<file path="config.mk">
export PLATFORM = sky130hd
export DESIGN_NAME = program_loader
export DESIGN_NICKNAME = d
export VERILOG_FILES = /design/src/rtl/program_loader.sv
export SDC_FILE = /design/constraint.sdc
export NUM_CORES = 1
export LEC_CHECK = 0
export CAP_MARGIN = 20
export CORE_ASPECT_RATIO = 2
export CORE_MARGIN = 2
export CORE_UTILIZATION = 33
export DETAILED_ROUTE_END_ITERATION = 7
export DONT_BUFFER_PORTS = 1
export PLACE_DENSITY_LB_ADDON = 0.25
export SETUP_SLACK_MARGIN = 0.2
export SLEW_MARGIN = 30
export SYNTH_ARGS = -nofsm -noshare
export SYNTH_HDL_FRONTEND = slang
export SYNTH_SLANG_ARGS = --single-unit
</file>
<file path="constraint.sdc">
create_clock -name clk -period 12.64 [get_ports clk]
set_input_delay 0.632 -clock clk [delete_from_list [all_inputs] [get_ports clk]]
set_output_delay 0.632 -clock clk [all_outputs]
set_load 0.02 [all_outputs]
</file>
<file path="src/rtl/program_loader.sv">
// program_loader
//   Byte-stream boot loader feeding the data-side write port of Memory.
//   Stream format (little-endian): 32-bit word count, then that many 32-bit
//   words. Each word is written once, in WORD mode, at consecutive word
//   addresses starting at BASE_ADDR. The CPU is held off while a load runs.
//
// Ports
//   clk, rst       : clock, asynchronous active-high reset
//   start          : one-cycle pulse, starts a load from IDLE/DONE/ERROR
//   rxData/rxValid : incoming byte stream; rxReady is the accept side
//   address/data   : Memory write address/data, held between writes
//   writeMode      : Memory write mode, NONE except for one cycle per word
//   busy/cpuHold   : registered "load in progress"
//   done/error     : result of the last load
//   wordsWritten   : words written in the current/last load
module program_loader #(
  parameter logic [31:0] BASE_ADDR = 32'd0,
  parameter int unsigned MAX_WORDS = 16384
) (
  input  logic        clk,
  input  logic        rst,
  input  logic        start,
  input  logic [7:0]  rxData,
  input  logic        rxValid,
  output logic        rxReady,
  output logic [31:0] address,
  output logic [31:0] data,
  output logic [2:0]  writeMode,
  output logic        busy,
  output logic        cpuHold,
  output logic        done,
  output logic        error,
  output logic [31:0] wordsWritten
);

  // Encodings of MemoryModesPackage ReadWriteMode_NONE / ReadWriteMode_WORD.
  localparam logic [2:0] RW_NONE = 3'd0;
  localparam logic [2:0] RW_WORD = 3'd3;

  typedef enum logic [2:0] {
    S_IDLE,
    S_LEN,
    S_DATA,
    S_WRITE,
    S_DONE,
    S_ERROR
  } state_t;

  state_t      state_q, state_d;
  logic [1:0]  byte_cnt_q, byte_cnt_d;
  logic [31:0] count_q, count_d;
  logic [31:0] word_q, word_d;
  logic [31:0] addr_q, addr_d;
  logic [31:0] data_q, data_d;
  logic [31:0] ww_q, ww_d;
  logic        busy_q, busy_d;
  logic        rx_ready;
  logic        fire;

  always_comb begin
    state_d    = state_q;
    byte_cnt_d = byte_cnt_q;
    count_d    = count_q;
    word_d     = word_q;
    addr_d     = addr_q;
    data_d     = data_q;
    ww_d       = ww_q;
    rx_ready   = (state_q == S_LEN) || (state_q == S_DATA);
    fire       = rxValid && rx_ready;

    case (state_q)
      S_IDLE, S_DONE, S_ERROR: begin
        if (start) begin
          state_d    = S_LEN;
          byte_cnt_d = 2'd0;
          count_d    = 32'd0;
          ww_d       = 32'd0;
        end
      end
      S_LEN: begin
        if (fire) begin
          // Shift in from the top: after four bytes the first one sits in [7:0].
          count_d    = {rxData, count_q[31:8]};
          byte_cnt_d = byte_cnt_q + 2'd1;
          if (byte_cnt_q == 2'd3) begin
            if (count_d == 32'd0)                 state_d = S_DONE;
            else if (count_d > 32'(MAX_WORDS))    state_d = S_ERROR;
            else                                  state_d = S_DATA;
          end
        end
      end
      S_DATA: begin
        if (fire) begin
          word_d     = {rxData, word_q[31:8]};
          byte_cnt_d = byte_cnt_q + 2'd1;
          if (byte_cnt_q == 2'd3) begin
            // Address/data are loaded here so they are stable for the whole
            // WRITE cycle and then simply hold until the next word.
            addr_d  = BASE_ADDR + {ww_q[29:0], 2'b00};
            data_d  = word_d;
            state_d = S_WRITE;
          end
        end
      end
      S_WRITE: begin
        ww_d    = ww_q + 32'd1;
        state_d = (ww_d == count_q) ? S_DONE : S_DATA;
      end
      default: state_d = S_IDLE;
    endcase

    busy_d = (state_d == S_LEN) || (state_d == S_DATA) || (state_d == S_WRITE);
  end

  always_ff @(posedge clk or posedge rst) begin
    if (rst) begin
      state_q    <= S_IDLE;
      byte_cnt_q <= 2'd0;
      count_q    <= 32'd0;
      word_q     <= 32'd0;
      addr_q     <= 32'd0;
      data_q     <= 32'd0;
      ww_q       <= 32'd0;
      busy_q     <= 1'b0;
    end else begin
      state_q    <= state_d;
      byte_cnt_q <= byte_cnt_d;
      count_q    <= count_d;
      word_q     <= word_d;
      addr_q     <= addr_d;
      data_q     <= data_d;
      ww_q       <= ww_d;
      busy_q     <= busy_d;
    end
  end

  assign rxReady      = rx_ready;
  assign address      = addr_q;
  assign data         = data_q;
  assign writeMode    = (state_q == S_WRITE) ? RW_WORD : RW_NONE;
  assign busy         = busy_q;
  assign cpuHold      = busy_q;
  assign done         = (state_q == S_DONE);
  assign error        = (state_q == S_ERROR);
  assign wordsWritten = ww_q;

endmodule

</file>
==> flow_summary.json, run 1 <==
{
  "status": "finished clean",
  "p_leak_nw": 3.93,
  "finalNonFillerCells": 997,
  "pre_cts_ws_ns": 8.94,
  "synth_area_leader_cell": "dfrtp_1",
  "min_path_type": "in2async",
  "wl_per_cell_um": 20.8,
  "final_common_cell": "dfrtp_1",
  "yosysWarningCount": 0,
  "ys_async_sr_fraction_pct": 100,
  "antenna_cells": 0,
  "cts_buffers": 17,
  "area_delta_synth_final_pct": 10.4,
  "fmax_mhz": 269,
  "crit_fanout": 9,
  "drive_gt1_share_pct": 19.9,
  "fillers": 2273,
  "fp.dieW_um": 111,
  "drc": 0,
  "finalNetCount": 719,
  "fin_skew_ns": 0.00741,
  "dieArea_um2": 24400,
  "r2r_slack_ns": 8.93,
  "drt_wl_total_um": 20700,
  "grt.total_usage_pct": 17.2,
  "cts_resized": 0,
  "grt_antenna_before_repair": 0,
  "p_seq_share_pct": 45.0,
  "finalHoldViolations": 0,
  "dp_cells": 966,
  "fin_crit_ns": 3.71,
  "synth_area_leaders": "dfrtp_1 (51%), mux2_2 (13%), nand2_1 (5.2%), nand3_1 (3.7%), xnor2_1 (3.6%)",
  "synth.top_cell.area_share_pct": 51.2,
  "final_cell_mix": "dfrtp_1 (156), nand2_1 (103), mux2_2 (86)",
  "io_buffers": 0,
  "max-clock-path-buffers": 2,
  "clk_latency_ns": 0.44,
  "clkPwrFrac_pct": 33.0,
  "switching_power_mw": 0.555,
  "pwr_density_cell_nw_per_um2": 197,
  "cts_hold_buf": 0,
  "clkSinkCount": 156,
  "cts_setup_buffers": 0,
  "grt_overflow_total": 0,
  "slew_violations": 0,
  "vias_per_cell": 5.36,
  "tns_ns": 0,
  "grt_pass1_vias": 5339,
  "syn_area_per_cell_um2": 10.4,
  "startpoint_type": "flip-flop",
  "grt_pass1_wl_um": 31500,
  "first_pass_iters": 4,
  "multi_input_area_um2": 3460,
  "ys.flop_type": "dfrtp_1",
  "finalCritPeriodShare_pct": 29.4,
  "htree_levels": 4,
  "ys_types": 59,
  "clk_pin_slew_ns": 0.06,
  "switching_share_pct": 33.6,
  "area.sequential_um2": 3900,
  "worstMarginPinSlew_ns": 0.899,
  "core_area_um2": 22600,
  "path_class": "reg2reg",
  "drtIter0Drc": 221,
  "synth_edf_count": 0,
  "row_count": 78,
  "ir_drop_mv": 0.117,
  "grt_start_max_net_pins": 88,
  "io_pins": 116,
  "synth_cells": 730,
  "dieHeight_um": 219,
  "relSlewSlack_pct": 40.1,
  "seq_area_frac_synth_pct": 51.2,
  "power_mw": 1.65,
  "cts_tree": "yes",
  "ys_ff_latch": 156,
  "initial_core_util_pct": 33.7,
  "gp_congestion": 0.902,
  "synth_area_um2": 7620,
  "dp_hpwl_um": 14600,
  "setup_viol": 0,
  "ant_nets": 0,
  "setup.worst_path.end_class": "flip-flop",
  "intPower_mw": 1.10,
  "setup_ws_ns": 8.93,
  "drv_cap": 0,
  "rsz0062_at_grt": "false",
  "fin_util_pct": 37.1,
  "required_ns": 12.92,
  "pwr-share-comb_pct": 22.1,
  "cp.arrival_ns": 4.00,
  "vias": 5341,
  "cts-root-buf": "clkbuf_16"
}
## through the flow
| stage | area (um2) | hold slack, ns |
|---|---|---|
| 2_1_floorplan | 7630 | 0.459 |
| 4_1_cts | 8410 | 0.237 |
| 6_report | 8410 | 0.215 |
| 3_3_place_gp | 7780 | 0.476 |
| 3_5_place_dp | 7780 | 0.478 |
| 5_1_grt | 8410 | 0.263 |
## power groups by stage
stage | registers [mW] | logic [mW] | clock network (mW)
global placement | 0.755 | 0.365 | 0
floorplan | 0.704 | 0.319 | 0
global route | 0.758 | 0.409 | 0.583
finish | 0.744 | 0.365 | 0.545
detailed placement | 0.756 | 0.370 | 0
CTS | 0.748 | 0.371 | 0.563
## logic make-up after synthesis
| logic type | Yosys count | synth area share (%) |
|---|---|---|
| muxes | 87 | 12.8 |
| AOI/OAI and AO/OA | 101 | 7.90 |
| buffers and inverters | 57 | 3.71 |
| other | 1 | 0.0492 |
| adders and majority gates | 2 | 0.328 |
| DFF | 156 | 51.2 |
| and+or+nand+nor | 273 | 17.8 |
| xor gates and xnor gates | 53 | 6.09 |
## final timing paths
check,start,to,cells after the start
worst max-delay path,wordsWritten[0],busy,9
worst min-delay path,rst,wordsWritten[27],1
worst max register to register,wordsWritten[0],busy,9
worst min register to register,count_q[3],count_q[3],2
max in group asynchronous,rst,data[14],2
min in group clk,rxData[3],count_q[27],2
## flip-flops by register name, indices dropped and copies added, names as in the netlist
| name | flops |
|---|---|
| address | 30 |
| busy | 1 |
| byte_cnt_q | 2 |
| count_q | 32 |
| data | 32 |
| state_q | 3 |
| word_q | 24 |
| wordsWritten | 32 |
## synthesized netlist by cell type (2+ instances only)
| master | count |
|---|---|
| and3_2 | 2 |
| and3_1 | 6 |
| nand2_1 | 105 |
| nand2b_1 | 2 |
| nand3b_1 | 2 |
| buf_2 | 4 |
| o2111ai_1 | 2 |
| a21o_1 | 3 |
| a211o_1 | 2 |
| clkbuf_1 | 36 |
| a21oi_1 | 19 |
| nor4_1 | 12 |
| xor2_1 | 22 |
| inv_1 | 5 |
| clkbuf_8 | 3 |
| o31ai_1 | 5 |
| nand3_1 | 56 |
| mux2_2 | 86 |
| buf_4 | 7 |
| o21ai_0 | 52 |
| o41ai_1 | 3 |
| or2_2 | 3 |
| nor3_1 | 6 |
| or3_1 | 3 |
| nand3_4 | 2 |
| dfrtp_1 | 156 |
| a31oi_1 | 2 |
| xnor2_1 | 31 |
| nand4_1 | 12 |
| a2111oi_0 | 2 |
| nor2b_1 | 2 |
| and4_1 | 7 |
| ha_1 | 2 |
| nor2_1 | 43 |
## critical path, cell delays in order (launching register included)
cell and delay [ns]:
dfrtp_1 0.60, ha_1 0.32, and3_1 0.38, nand4_1 0.30, nor4_1 0.61, xnor2_1 0.18, o2111ai_1 0.15, or4_4 0.47
nor4_4 0.44, a21oi_1 0.12
## layout make-up
class / instances / share of cell area (%)
clock inverters: 7 / 1.61
well taps: 280 / 4.17
repair buffers: 5 / 0.491
clock buffers: 24 / 5.85
flip-flops and latches: 156 / 46.4
inverters: 6 / 0.327
multi-input cells: 519 / 41.1
## metal layers
| metal | vias up | GRT usage, % | share of wire [%] |
|---|---|---|---|
| met5 | - | 0 | 0 |
| met4 | 0 | 9.88 | 4.6 |
| met3 | 44 | 4.34 | 4.3 |
| met2 | 140 | 32.5 | 56 |
| met1 | 2662 | 16.8 | 35 |
| li1 | 2495 | - | - |
No activity file was read; power rests on OpenSTA's default activity.
==> run 2, diff against run 1 <==
Clock period 12.64 ns to 3.3 ns, I/O delays scaled along.
==> flow_summary.json, run 2 (synthesized netlist as in run 1, its figures left out) <==
{
  "status": "finished clean",
  "hold_ws_ns": 0.0848,
  "vias": 5550,
  "dieArea_um2": 24400,
  "grt_antenna_before_repair": 0,
  "p_leak_nw": 4.21,
  "setup.worst_path.end_class": "flip-flop",
  "wl_per_cell_um": 20.4,
  "clkPwrFrac_pct": 30.8,
  "gp_congestion": 0.911,
  "cts-root-buf": "clkbuf_16",
  "final_common_cell": "dfrtp_1",
  "max-clock-path-buffers": 2,
  "clk_latency_ns": 0.44,
  "crit_fanout": 4,
  "grt_overflow_total": 0,
  "fin_crit_ns": 2.96,
  "required_ns": 3.60,
  "drc": 0,
  "grt_pass1_vias": 5822,
  "switching_power_mw": 2.23,
  "pwr_density_cell_nw_per_um2": 714,
  "startpoint_type": "flip-flop",
  "io_pins": 116,
  "drive_gt1_share_pct": 25.9,
  "intPower_mw": 4.12,
  "grt_start_max_net_pins": 141,
  "dieHeight_um": 219,
  "rsz0062_at_grt": "false",
  "routed-wl-met2_um": 12000,
  "vias_per_cell": 5.27,
  "first_pass_iters": 4,
  "routed-wl-met3_um": 1030,
  "finalHoldViolations": 0,
  "cp.arrival_ns": 3.26,
  "p_seq_share_pct": 44.3,
  "fp.dieW_um": 111,
  "highest_layer": "met4",
  "clk_pin_slew_ns": 0.06,
  "tns_ns": 0,
  "initial_core_util_pct": 33.7,
  "antenna_cells": 0,
  "path_class": "reg2reg",
  "drv_cap": 0,
  "clkSinkCount": 156,
  "cts_buffers": 17,
  "dp_hpwl_um": 15000,
  "pwr-share-comb_pct": 24.9,
  "setup_viol": 0,
  "grt.total_usage_pct": 18.3,
  "fmax_mhz": 338,
  "fin_skew_ns": 0.00866,
  "htree_levels": 4,
  "drtIter0Drc": 291,
  "core_area_um2": 22600,
  "power_mw": 6.35,
  "grt_pass1_wl_um": 34000,
  "wl_met1_um": 7450,
  "min_path_type": "in2reg",
  "switching_share_pct": 35.2,
  "final_cell_mix": "dfrtp_1 (155), nand2_1 (104), mux2_2 (86)",
  "cts_tree": "yes",
  "slew_violations": 0,
  "ir_drop_mv": 0.385,
  "io_buffers": 0,
  "relSlewSlack_pct": 39.4,
  "row_count": 78,
  "ant_nets": 0,
  "area_delta_synth_final_pct": 16.7,
  "finalCritPeriodShare_pct": 89.8,
  "finalNetCount": 775,
  "drt_wl_total_um": 21400,
  "worstMarginPinSlew_ns": 0.909
}
[run 2: final timing paths]
path / start / end / slack (ns) / cells after the start
worst max-delay path: wordsWritten[1] / busy / 0.34 / 9
worst min register to register: count_q[3] / count_q[3] / 0.49 / 2
worst max register to register: wordsWritten[1] / busy / 0.34 / 9
min in group asynchronous: rst / data[11] / 0.21 / 2
worst min-delay path: start / busy / 0.08 / 3
max in group asynchronous: rst / data[14] / 1.95 / 3
[run 2: power groups by stage]
| stage | Clock, mW | Combinational, mW | Sequential [mW] |
|---|---|---|---|
| floorplan | 0 | 1.22 | 2.70 |
| global placement | 0 | 1.57 | 2.84 |
| detailed placement | 0 | 1.58 | 2.85 |
| CTS | 2.02 | 1.61 | 2.81 |
| global route | 2.09 | 1.79 | 2.86 |
| finish | 1.95 | 1.58 | 2.81 |
[run 2: repair_timing]
action                                  4_1_cts  5_1_grt
endpoints found under the setup margin        3        3
hold buffers                                 11        0
gates resized for setup                       1       13
setup buffers                                 1        3
pin swaps                                     2        3
endpoints found under the hold margin        42        0
[run 2: worst max-delay path, stage by stage, from the launching register on]
cell and delay (ns):
dfrtp_1 0.41, ha_4 0.16, and3_4 0.21, nand4_1 0.20
or4b_4 0.56, xor2_1 0.16, o2111ai_1 0.12, or4_4 0.45
nor4_4 0.42, a21oi_1 0.11
[run 2: final cells by class]
class,instances,area (um2)
clock buffer,20,467
fill,2271,13800
timing repair buffer,61,502
tap,280,350
multi-input combinational,519,3520
inverter,6,26.3
clock inverter,11,118
sequential,156,3910
[run 2: metal layers]
layer / global-route usage [%] / vias to the layer above
met5: 0 / -
met4: 9.79 / 0
met3: 4.86 / 49
met2: 34.6 / 162
met1: 18.0 / 2742
li1: - / 2597
[run 2: metrics by stage]
| step | area (um2) | utilization, % | setup slack [ns] | std cells |
|---|---|---|---|---|
| final | 8890 | 39.3 | 0.338 | 1053 |
| after CTS | 8800 | 38.9 | 0.260 | 1050 |
| after detailed placement | 8100 | 35.8 | 0.0900 | 1007 |
| after floorplan | 7630 | - | 0.226 | 732 |
| after global routing | 8890 | 39.3 | 0.195 | 1053 |
| after global placement | 8100 | 35.8 | 0.163 | 1007 |
